--- src/rtl/uart_pkg.sv ---
// Shared UART definitions for the transmitter and the receiver.
// Holds the transmitter state encoding, the line levels and the baud divisor helper.
package uart_pkg;

  typedef enum logic [2:0] {
    IDLE,
    START,
    DATA,
    PARITY,
    STOP
  } tx_state_t;

  // Line levels of an asynchronous serial frame
  localparam logic IDLE_LEVEL = 1'b1;
  localparam logic START_BIT  = 1'b0;
  localparam logic STOP_BIT   = 1'b1;

  // Clock cycles per bit period, truncated (5208 for 50 MHz / 9600 baud)
  function automatic int clks_per_bit(input int clk_freq, input int baud);
    return clk_freq / baud;
  endfunction

endpackage

--- src/rtl/uart_baud_cnt.sv ---
// Bit-period timer shared by the UART transmitter and receiver.
// Counts 0..CLKS_PER_BIT-1 while enabled and flags the last cycle of each bit.
// CLEAR_VAL lets the receiver preload a half-bit offset so its bit_end lands
// mid-bit; the transmitter uses 0.
module uart_baud_cnt #(
  parameter int CLKS_PER_BIT = 5208,
  parameter int CLEAR_VAL    = 0
) (
  input  logic clk,
  input  logic rst,
  input  logic clear,
  input  logic enable,
  output logic bit_end
);

  localparam int CNT_W = (CLKS_PER_BIT > 1) ? $clog2(CLKS_PER_BIT) : 1;
  localparam logic [CNT_W-1:0] LAST_CNT  = CNT_W'(CLKS_PER_BIT - 1);
  localparam logic [CNT_W-1:0] CLEAR_CNT = CNT_W'(CLEAR_VAL);

  logic [CNT_W-1:0] cnt;

  // Free count within a bit; restarts at zero after the terminal count
  always_ff @(posedge clk or posedge rst) begin
    if (rst) begin
      cnt <= '0;
    end else if (clear) begin
      cnt <= CLEAR_CNT;
    end else if (enable) begin
      if (cnt == LAST_CNT) begin
        cnt <= '0;
      end else begin
        cnt <= cnt + 1'b1;
      end
    end
  end

  assign bit_end = enable && !clear && (cnt == LAST_CNT);

endmodule

--- src/rtl/uart_tx.sv ---
// UART transmitter: one byte per valid/ready handshake, LSB first, idle-high line.
// Default framing is 8N1. Defining UART_TX_PARITY_EN inserts an even-parity bit
// between the last data bit and the stop bit.
// The serial output and both handshake outputs are registered.
module uart_tx
  import uart_pkg::*;
#(
  parameter int CLK_FREQ  = 50000000,
  parameter int BAUD      = 9600,
  parameter int DATA_BITS = 8
) (
  input  logic                 clk_50MHz,
  input  logic                 SW0,
  input  logic [DATA_BITS-1:0] tx_data,
  input  logic                 tx_valid,
  output logic                 tx_ready,
  output logic                 tx_done,
  output logic                 UART2_TX
);

  localparam int CLKS_PER_BIT = clks_per_bit(CLK_FREQ, BAUD);
  localparam int BIT_W        = $clog2(DATA_BITS + 1);
  localparam logic [BIT_W-1:0] LAST_BIT = BIT_W'(DATA_BITS - 1);

  tx_state_t            state;
  logic [BIT_W-1:0]     bit_cnt;
  logic [DATA_BITS-1:0] shift_reg;
  logic                 bit_end;
`ifdef UART_TX_PARITY_EN
  logic                 parity_bit;
`endif

  // Bit timer runs in every frame state and is held at zero while idle
  uart_baud_cnt #(
    .CLKS_PER_BIT(CLKS_PER_BIT),
    .CLEAR_VAL   (0)
  ) u_baud_cnt (
    .clk    (clk_50MHz),
    .rst    (SW0),
    .clear  (state == IDLE),
    .enable (state != IDLE),
    .bit_end(bit_end)
  );

  // Frame sequencer; line and handshake outputs are updated on the same edge as the state
  always_ff @(posedge clk_50MHz or posedge SW0) begin
    if (SW0) begin
      state     <= IDLE;
      bit_cnt   <= '0;
      shift_reg <= '0;
      UART2_TX  <= IDLE_LEVEL;
      tx_ready  <= 1'b1;
      tx_done   <= 1'b0;
`ifdef UART_TX_PARITY_EN
      parity_bit <= 1'b0;
`endif
    end else begin
      tx_done <= 1'b0;
      case (state)
        IDLE: begin
          if (tx_valid && tx_ready) begin
            // The byte is captured here; later changes on tx_data cannot reach the line
            shift_reg <= tx_data;
            bit_cnt   <= '0;
            state     <= START;
            UART2_TX  <= START_BIT;
            tx_ready  <= 1'b0;
`ifdef UART_TX_PARITY_EN
            parity_bit <= ^tx_data;
`endif
          end else begin
            UART2_TX <= IDLE_LEVEL;
            tx_ready <= 1'b1;
          end
        end

        START: begin
          if (bit_end) begin
            state    <= DATA;
            UART2_TX <= shift_reg[0];
          end
        end

        DATA: begin
          if (bit_end) begin
            if (bit_cnt == LAST_BIT) begin
`ifdef UART_TX_PARITY_EN
              state    <= PARITY;
              UART2_TX <= parity_bit;
`else
              state    <= STOP;
              UART2_TX <= STOP_BIT;
`endif
            end else begin
              // Next bit is shift_reg[1], which becomes shift_reg[0] after the shift
              bit_cnt   <= bit_cnt + 1'b1;
              shift_reg <= shift_reg >> 1;
              UART2_TX  <= shift_reg[1];
            end
          end
        end

`ifdef UART_TX_PARITY_EN
        PARITY: begin
          if (bit_end) begin
            state    <= STOP;
            UART2_TX <= STOP_BIT;
          end
        end
`endif

        STOP: begin
          if (bit_end) begin
            state    <= IDLE;
            UART2_TX <= IDLE_LEVEL;
            tx_ready <= 1'b1;
            tx_done  <= 1'b1;
          end
        end

        default: begin
          state    <= IDLE;
          UART2_TX <= IDLE_LEVEL;
          tx_ready <= 1'b1;
        end
      endcase
    end
  end

endmodule

--- config.mk ---
export PLATFORM = sky130hd
export DESIGN_NAME = uart_tx
export DESIGN_NICKNAME = d
export VERILOG_FILES = /design/src/rtl/uart_pkg.sv /design/src/rtl/uart_baud_cnt.sv /design/src/rtl/uart_tx.sv
export SDC_FILE = /design/constraint.sdc
export NUM_CORES = 1
export LEC_CHECK = 0
export ABC_AREA = 1
export ABC_CLOCK_PERIOD_IN_PS = 2000
export BUFFER_PORTS_ARGS = -buffer_cell sky130_fd_sc_hd__buf_2
export CAP_MARGIN = 5
export CORE_ASPECT_RATIO = 1.5
export CORE_MARGIN = 8
export CORE_UTILIZATION = 54
export CTS_CLUSTER_DIAMETER = 30
export DETAILED_ROUTE_END_ITERATION = 16
export PLACE_DENSITY_LB_ADDON = 0.08
export SLEW_MARGIN = 20
export SYNTH_ARGS = -nofsm -noshare
export SYNTH_HDL_FRONTEND = slang
export SYNTH_SLANG_ARGS = --single-unit
--- constraint.sdc ---
create_clock -name clk_50MHz -period 2 [get_ports clk_50MHz]
set_input_delay 0.4 -clock clk_50MHz [delete_from_list [all_inputs] [get_ports clk_50MHz]]
set_output_delay 0.4 -clock clk_50MHz [all_outputs]
set_load 0.005 [all_outputs]
======== Word-level counts from Yosys, hierarchy flattened ========
Index checks and enable logic that the tools add are counted.
storage, ports and cells
  bits in writable memories ............... 0
  input port bits ......................... 11
  flip-flop bits (word level) ............. 31
  memories kept ........................... 0
  word-level logic and storage cells ...... 60
  bits in read-only memories .............. 0
  output and inout port bits .............. 3
  latch bits .............................. 0
operators by class
  $lt $le $gt $ge ......................... 0
  shift operators ......................... 0
  multiplexer cells ....................... 26
  divide/modulo/power cells ............... 0
  bitwise operators ....................... 1
  $mul .................................... 0
  add/subtract/negate cells ............... 2
  reduce and logical (&&, ||, !) cells .... 13
  equal/unequal tests ..................... 11
operators with widths
  operator                                                         number
  13-bit two-way mux                                               3
  8-bit two-way mux                                                3
  8-bit one-hot mux with 2 select lines                            1
  3-bit two-way mux                                                5
  13-bit by 1-bit adder with 13-bit output, second input constant  1
  13-bit == test, second input constant                            1
  4-bit two-way mux                                                3
  2-bit != test, second input constant                             6
  3-bit one-hot mux with 4 select lines                            1
  4-bit one-hot mux with 2 select lines                            1
  1-bit two-way mux                                                7
  5-bit AND reduction                                              1
  4-bit by 1-bit adder with 4-bit output, second input constant    1
  4-bit by 3-bit == test with 1-bit output, second input constant  1
  1-bit one-hot mux with 4 select lines                            1
  4-bit AND reduction                                              1
  2-bit nonzero test                                               2
  3-bit by 1-bit == test with 1-bit output, second input constant  1
  3-bit by 2-bit == test with 1-bit output, second input constant  1
  3-bit == test, second input constant                             1
  1-bit logical AND                                                3
  3-bit zero test                                                  1
  1-bit one-hot mux with 3 select lines                            1
  3-bit AND reduction                                              1
  other kinds (5)                                                  5

======== Depth between registers and ports, before layout ========
  depth in word-level cells ............... 6
  gate-level depth with buffers ........... 10
  mapped depth without buffers ............ 10

======== Hierarchy ========
A second synthesis with hierarchy kept.
unflattened totals
  cell total of the unflattened synthesis .. 248
  area total of the unflattened synthesis .. 1831.8 um2
modules (own cells, without submodules)
  module         area each (um2)  sequential area each (um2)  cells each  instances
  uart_tx        1031.0           452.9                       140         1
  uart_baud_cnt  800.8            325.3                       108         1

======== Worst setup path before layout ========
Ideal clock, no wire load.
  path kind ............................... register -> register
  from .................................... register u_baud_cnt.cnt[0]
  to ...................................... register u_baud_cnt.cnt[12]
  slack ................................... 0.562 ns
  buffers on the path ..................... 0
  stages on the path, launching flop included .. 8
  clock period less this slack ............ 1.438 ns
  arrival ................................. 1.319 ns
  setup time .............................. 0.119 ns
  required time ........................... 1.881 ns
  cells stage by stage .................... dfrtp_1 -> ha_1 -> nand2_1 -> nor2_1 -> nand2_2 -> nor3_2 -> nand3_1 -> and2_1
between the ends
  word-level cells in the longest chain between the ends .. 4
  elaborated cells on any way between the ends .. 5
  classes of those cells .................. add/sub (1); eq/ne (1); mux (3)
RTL lines
  item                                                                               RTL line                                  text
  start, declared                                                                    uart_baud_cnt.sv:20                       logic [CNT_W-1:0] cnt;
  start signal, assigned                                                             uart_baud_cnt.sv:32                       cnt <= cnt + 1'b1;
  13-bit by 1-bit adder with 13-bit output / 13-bit == test (equally long branches)  uart_baud_cnt.sv:32, uart_baud_cnt.sv:29
  13-bit two-way mux *                                                               uart_baud_cnt.sv:29                       if (cnt == LAST_CNT) begin
  13-bit two-way mux *                                                               uart_baud_cnt.sv:28                       end else if (enable) begin
  13-bit two-way mux *                                                               uart_baud_cnt.sv:26                       end else if (clear) begin
Every way passes the cells marked *; elsewhere a longest branch is shown, timed or not. The select of a mux whose other input is x is not followed.
A chain may end at the register's enable or synchronous reset.

======== Final worst setup path ========
  from .................................... register u_baud_cnt.cnt[0]
  to ...................................... register shift_reg[2]
between the ends
  word-level cells in the longest chain between the ends .. 4
RTL lines
  item                           RTL line             text
  13-bit == test                 uart_baud_cnt.sv:37  assign bit_end = enable && !clear && (cnt == LAST_CNT);
  1-bit logical AND              uart_baud_cnt.sv:37
  2-bit != test (no line)        --
  4-bit AND reduction (no line)  --
  end signal, assigned           uart_tx.sv:63        shift_reg <= tx_data;
  end signal, assigned           uart_tx.sv:97        shift_reg <= shift_reg >> 1;
  end, declared                  uart_tx.sv:27        logic [DATA_BITS-1:0] shift_reg;
Every way passes these cells.

==> impl_table.tex <==
\begin{tabular}{lr}
\hline
Metric & Value \\
\hline
\multicolumn{2}{l}{\textbf{Outcome}} \\
Outcome & complete, no violations \\
\multicolumn{2}{l}{\textbf{Layout}} \\
Seq. cell area & 778 µm² \\
Most common library cell in the layout ignoring fill and taps & sky130\_fd\_sc\_hd\_\_nand2\_1 \\
Growth of design area from synthesis to finish & 10.8\% \\
Fraction of layout cells with a size suffix above 1 & 0.219 \\
Count of filler cells inserted in the layout & 294 \\
Most frequent cells in the layout & 50 x sky130\_fd\_sc\_hd\_\_nand2\_1, 29 x sky130\_fd\_sc\_hd\_\_dfrtp\_1, 18 x sky130\_fd\_sc\_hd\_\_nor2\_1, 17 x sky130\_fd\_sc\_hd\_\_inv\_1, 17 x sky130\_fd\_sc\_hd\_\_nand3\_1 \\
Number of nets in the final layout & 236 \\
Diodes inserted & 0 \\
Total area of multi-input combinational cells & 808 µm² \\
Flip-flop count of the largest register, all copies and words added & 13 \\
\multicolumn{2}{l}{\textbf{Floorplanning}} \\
Width of the chip & 61.8 µm \\
Area of the die & 5230 µm² \\
Placeable core area & 3070 µm² \\
Effective utilization at floorplan & 0.554 \\
Die Y-Extent & 84.7 µm \\
Number of primary I/O pins & 14 \\
Core Rows & 25 \\
\multicolumn{2}{l}{\textbf{Timing}} \\
Sum Neg Setup Slack & 0 ps \\
Final setup viols & 0 \\
Number of pins with negative max-slew slack in the final report & 0 \\
Period utilisation layout & 0.879 \\
Setup clock skew after layout & 8.07 ps \\
Slack of the critical path & 243 ps \\
Setup repair after global routing missed its margin & false \\
Hold Vio Cnt, Final & 0 \\
Highest clock frequency the design can meet & 0.569 GHz \\
Relative max-transition margin & 0.693 \\
Worst Hold Slack & 182 ps \\
Final critical path time including I/O delays and setup & 1760 ps \\
Worst-margin pin slew & 459 ps \\
\multicolumn{2}{l}{\textbf{Critical path}} \\
Setup CP Type & flop to flop \\
Max stage delay on crit path & 410 ps \\
Critical Path, Cell by Cell & ha\_1, nand2\_1, nor2\_1, nand3\_1, nand2\_1, nand2\_2, nand2\_1, o21ai\_2 \\
Number of buffers and inverters on the critical path & 0 \\
Arrival time worst endpoint & 1910 ps \\
Worst endpoint required time & 2150 ps \\
Cell occurring most often along the worst timing path & sky130\_fd\_sc\_hd\_\_nand2\_1 \\
Critical path launch point type & flop \\
Largest fanout on the critical path & 22 \\
Delay-heaviest family, CP & simple AND/OR/NAND/NOR gates \\
Critical path endpoint category & flop \\
Worst path slowest cell & sky130\_fd\_sc\_hd\_\_dfrtp\_1 \\
\multicolumn{2}{l}{\textbf{Logic synthesis}} \\
Gate count of the mapped netlist & 203 \\
Number of distinct library cell variants in the gate-level netlist after synthesis & 28 \\
Count of warnings emitted by yosys & 0 \\
Proportion of synthesized chip area in sequential cells & 0.458 \\
Mapped Nets & 216 \\
Number of register bits inferred by synthesis & 31 \\
Syn avg cell area & 8.37 µm² \\
Post-synthesis instance area & 1700 µm² \\
\multicolumn{2}{l}{\textbf{Clocking}} \\
Root Driver & sky130\_fd\_sc\_hd\_\_clkbuf\_8 \\
Clk\_lat worst skew & 280 ps \\
\# H-tree levels & 2 \\
Number of buffers created by CTS & 5 \\
Buffer depth of the longest clock path & 2 \\
Clock Sink Count & 31 \\
Count of hold-fix buffers inserted at cts & 0 \\
Clock slew at reported path FFs & 60 ps \\
Post-CTS setup buffers & 0 \\
Clock tree from TritonCTS & done \\
Gates resized, CTS repair & 0 \\
\multicolumn{2}{l}{\textbf{Power}} \\
Clk network pwr share & 0.205 \\
Seq pwr share & 0.407 \\
Power density of the placed cells & 1210 nW/µm² \\
Cell-internal power & 0.00136 W \\
P\_leak & 0.906 nW \\
Comb power frac & 0.388 \\
Overall power & 0.00229 W \\
P\_sw & 0.000924 W \\
Sw frac & 0.404 \\
Worst IR drop on VDD & 0.000827 V \\
\multicolumn{2}{l}{\textbf{Global route}} \\
Pin count of the biggest net entering global routing & 32 \\
Met3 usage & 0.0367 \\
Global-route wire length before repair & 6200 µm \\
Global routing usage summed across all routing layers & 0.156 \\
GR Layer Usage met2 & 0.258 \\
Vias in the first global route & 1491 \\
Remaining global-route overflow & 0 \\
Layer with the highest usage after global routing & met2 \\
Initial antenna violation count & 0 \\
GRT met1 Usage & 0.163 \\
\multicolumn{2}{l}{\textbf{Job}} \\
Max\_cap viols & 0 \\
\multicolumn{2}{l}{\textbf{Route}} \\
Via count & 1429 \\
DRT Pass-1 Iters & 4 \\
Detailed router's first-iteration violation count & 53 \\
Detail-routed net length per standard cell & 13.5 µm \\
Detailed-route vias per instance & 5.41 \\
DRC violations left & 0 \\
Sum of routed wire length over all layers & 3570 µm \\
Number of nets with antenna violations after detailed routing & 0 \\
\multicolumn{2}{l}{\textbf{Placement}} \\
Dpl ws & 263 ps \\
Final estimated routing congestion in global placement & 0.933 \\
Count of port buffers added during placement & 13 \\
DP HPWL & 2690 µm \\
\multicolumn{2}{l}{\textbf{Hold path}} \\
Type of the tightest min-delay check & input pin to async pin \\
\hline
\end{tabular}
## Yosys cell counts
library cell               count  area (µm²)
sky130_fd_sc_hd__nand2_1      50         188
sky130_fd_sc_hd__and3_1        2        12.5
sky130_fd_sc_hd__o21ai_2       9        78.8
sky130_fd_sc_hd__nor4_1        2        12.5
sky130_fd_sc_hd__o21ai_1       1        5.00
sky130_fd_sc_hd__nand2_2       5        31.3
sky130_fd_sc_hd__dfstp_2       2        52.6
sky130_fd_sc_hd__ha_1          2        25.0
sky130_fd_sc_hd__nor3_1        6        30.0
sky130_fd_sc_hd__a21oi_1       4        20.0
sky130_fd_sc_hd__mux2i_1       6        60.1
sky130_fd_sc_hd__nand3_2       2        20.0
sky130_fd_sc_hd__dfrtp_1      29         726
sky130_fd_sc_hd__nor2_2        1        6.26
sky130_fd_sc_hd__nand3_1      17        85.1
sky130_fd_sc_hd__nor3_2        2        20.0
sky130_fd_sc_hd__nor3b_1       2        15.0
sky130_fd_sc_hd__nand4_1       3        18.8
sky130_fd_sc_hd__o21ai_0       5        25.0
sky130_fd_sc_hd__nor2_1       18        67.6
sky130_fd_sc_hd__a211oi_1      1        7.51
sky130_fd_sc_hd__inv_1        17        63.8
sky130_fd_sc_hd__or2_2         2        12.5
sky130_fd_sc_hd__nor2_4        1        11.3
sky130_fd_sc_hd__xor2_1        5        43.8
sky130_fd_sc_hd__and2_1        2        12.5
sky130_fd_sc_hd__inv_2         4        15.0
sky130_fd_sc_hd__buf_6         3        33.8
## worst paths after layout
check | start | end | slack, ps | depth (start not counted)
worst max register to register | u_baud_cnt.cnt[0]$_DFF_PP0_ | shift_reg[2]$_DFFE_PP0P_ | 240 | 8
min in group clk_50MHz | tx_data[7] | shift_reg[7]$_DFFE_PP0P_ | 330 | 3
worst min register to register | shift_reg[0]$_DFFE_PP0P_ | shift_reg[0]$_DFFE_PP0P_ | 480 | 2
max in group asynchronous | SW0 | tx_ready$_DFFE_PP1P_ | 1490 | 3
worst max-delay path | u_baud_cnt.cnt[0]$_DFF_PP0_ | shift_reg[2]$_DFFE_PP0P_ | 240 | 8
worst min-delay path | SW0 | bit_cnt[0]$_DFFE_PP0P_ | 180 | 3
## area by class of cell
cell class	count	share of cell area
multi-input cells	148	0.429
flip-flops and latches	31	0.413
repair buffers	16	0.0465
clock buffers	8	0.0425
inverters	21	0.0419
well taps	40	0.0266
## stage by stage
stage           util  cell area, µm²  std cells
2_1_floorplan      -            1700        203
3_3_place_gp   0.588            1800        256
3_5_place_dp   0.588            1800        256
4_1_cts        0.614            1880        264
5_1_grt        0.614            1880        264
6_report       0.614            1880        264
## power by group through the flow
stage	Combinational, W	Sequential (W)	Clock, W
after floorplan	0.000764	0.000914	0
after global routing	0.00101	0.000946	0.000511
after global placement	0.000862	0.000929	0
after CTS	0.000902	0.000930	0.000483
final	0.000886	0.000930	0.000470
after detailed placement	0.000898	0.000939	0
## per-layer routing
metal | wire length [µm] | vias up
met4 | 150 | 0
li1 | - | 702
met5 | 0 | -
met1 | 1450 | 667
met3 | 112 | 19
met2 | 1860 | 41
## cell families (layout without fill, tap and decap cells)
family	after synthesis	count (layout)	share of synthesized area
adder cells (fa/ha/maj)	2	2	0.0147
flip-flops	31	31	0.458
XOR/XNOR	5	5	0.0258
AO/OA/AOI/OAI	20	20	0.0803
buffers and inverters	24	45	0.0663
AND/OR/NAND/NOR	115	115	0.320
multiplexers	6	6	0.0353
## worst register-to-register path, stage by stage (launching register included)
cell                      delay (ps)
sky130_fd_sc_hd__dfrtp_1         410
sky130_fd_sc_hd__ha_1            210
sky130_fd_sc_hd__nand2_1         100
sky130_fd_sc_hd__nor2_1          110
sky130_fd_sc_hd__nand3_1         140
sky130_fd_sc_hd__nand2_1         130
sky130_fd_sc_hd__nand2_2         280
sky130_fd_sc_hd__nand2_1         180
sky130_fd_sc_hd__o21ai_2          60
(Power assumes the default switching activity.)
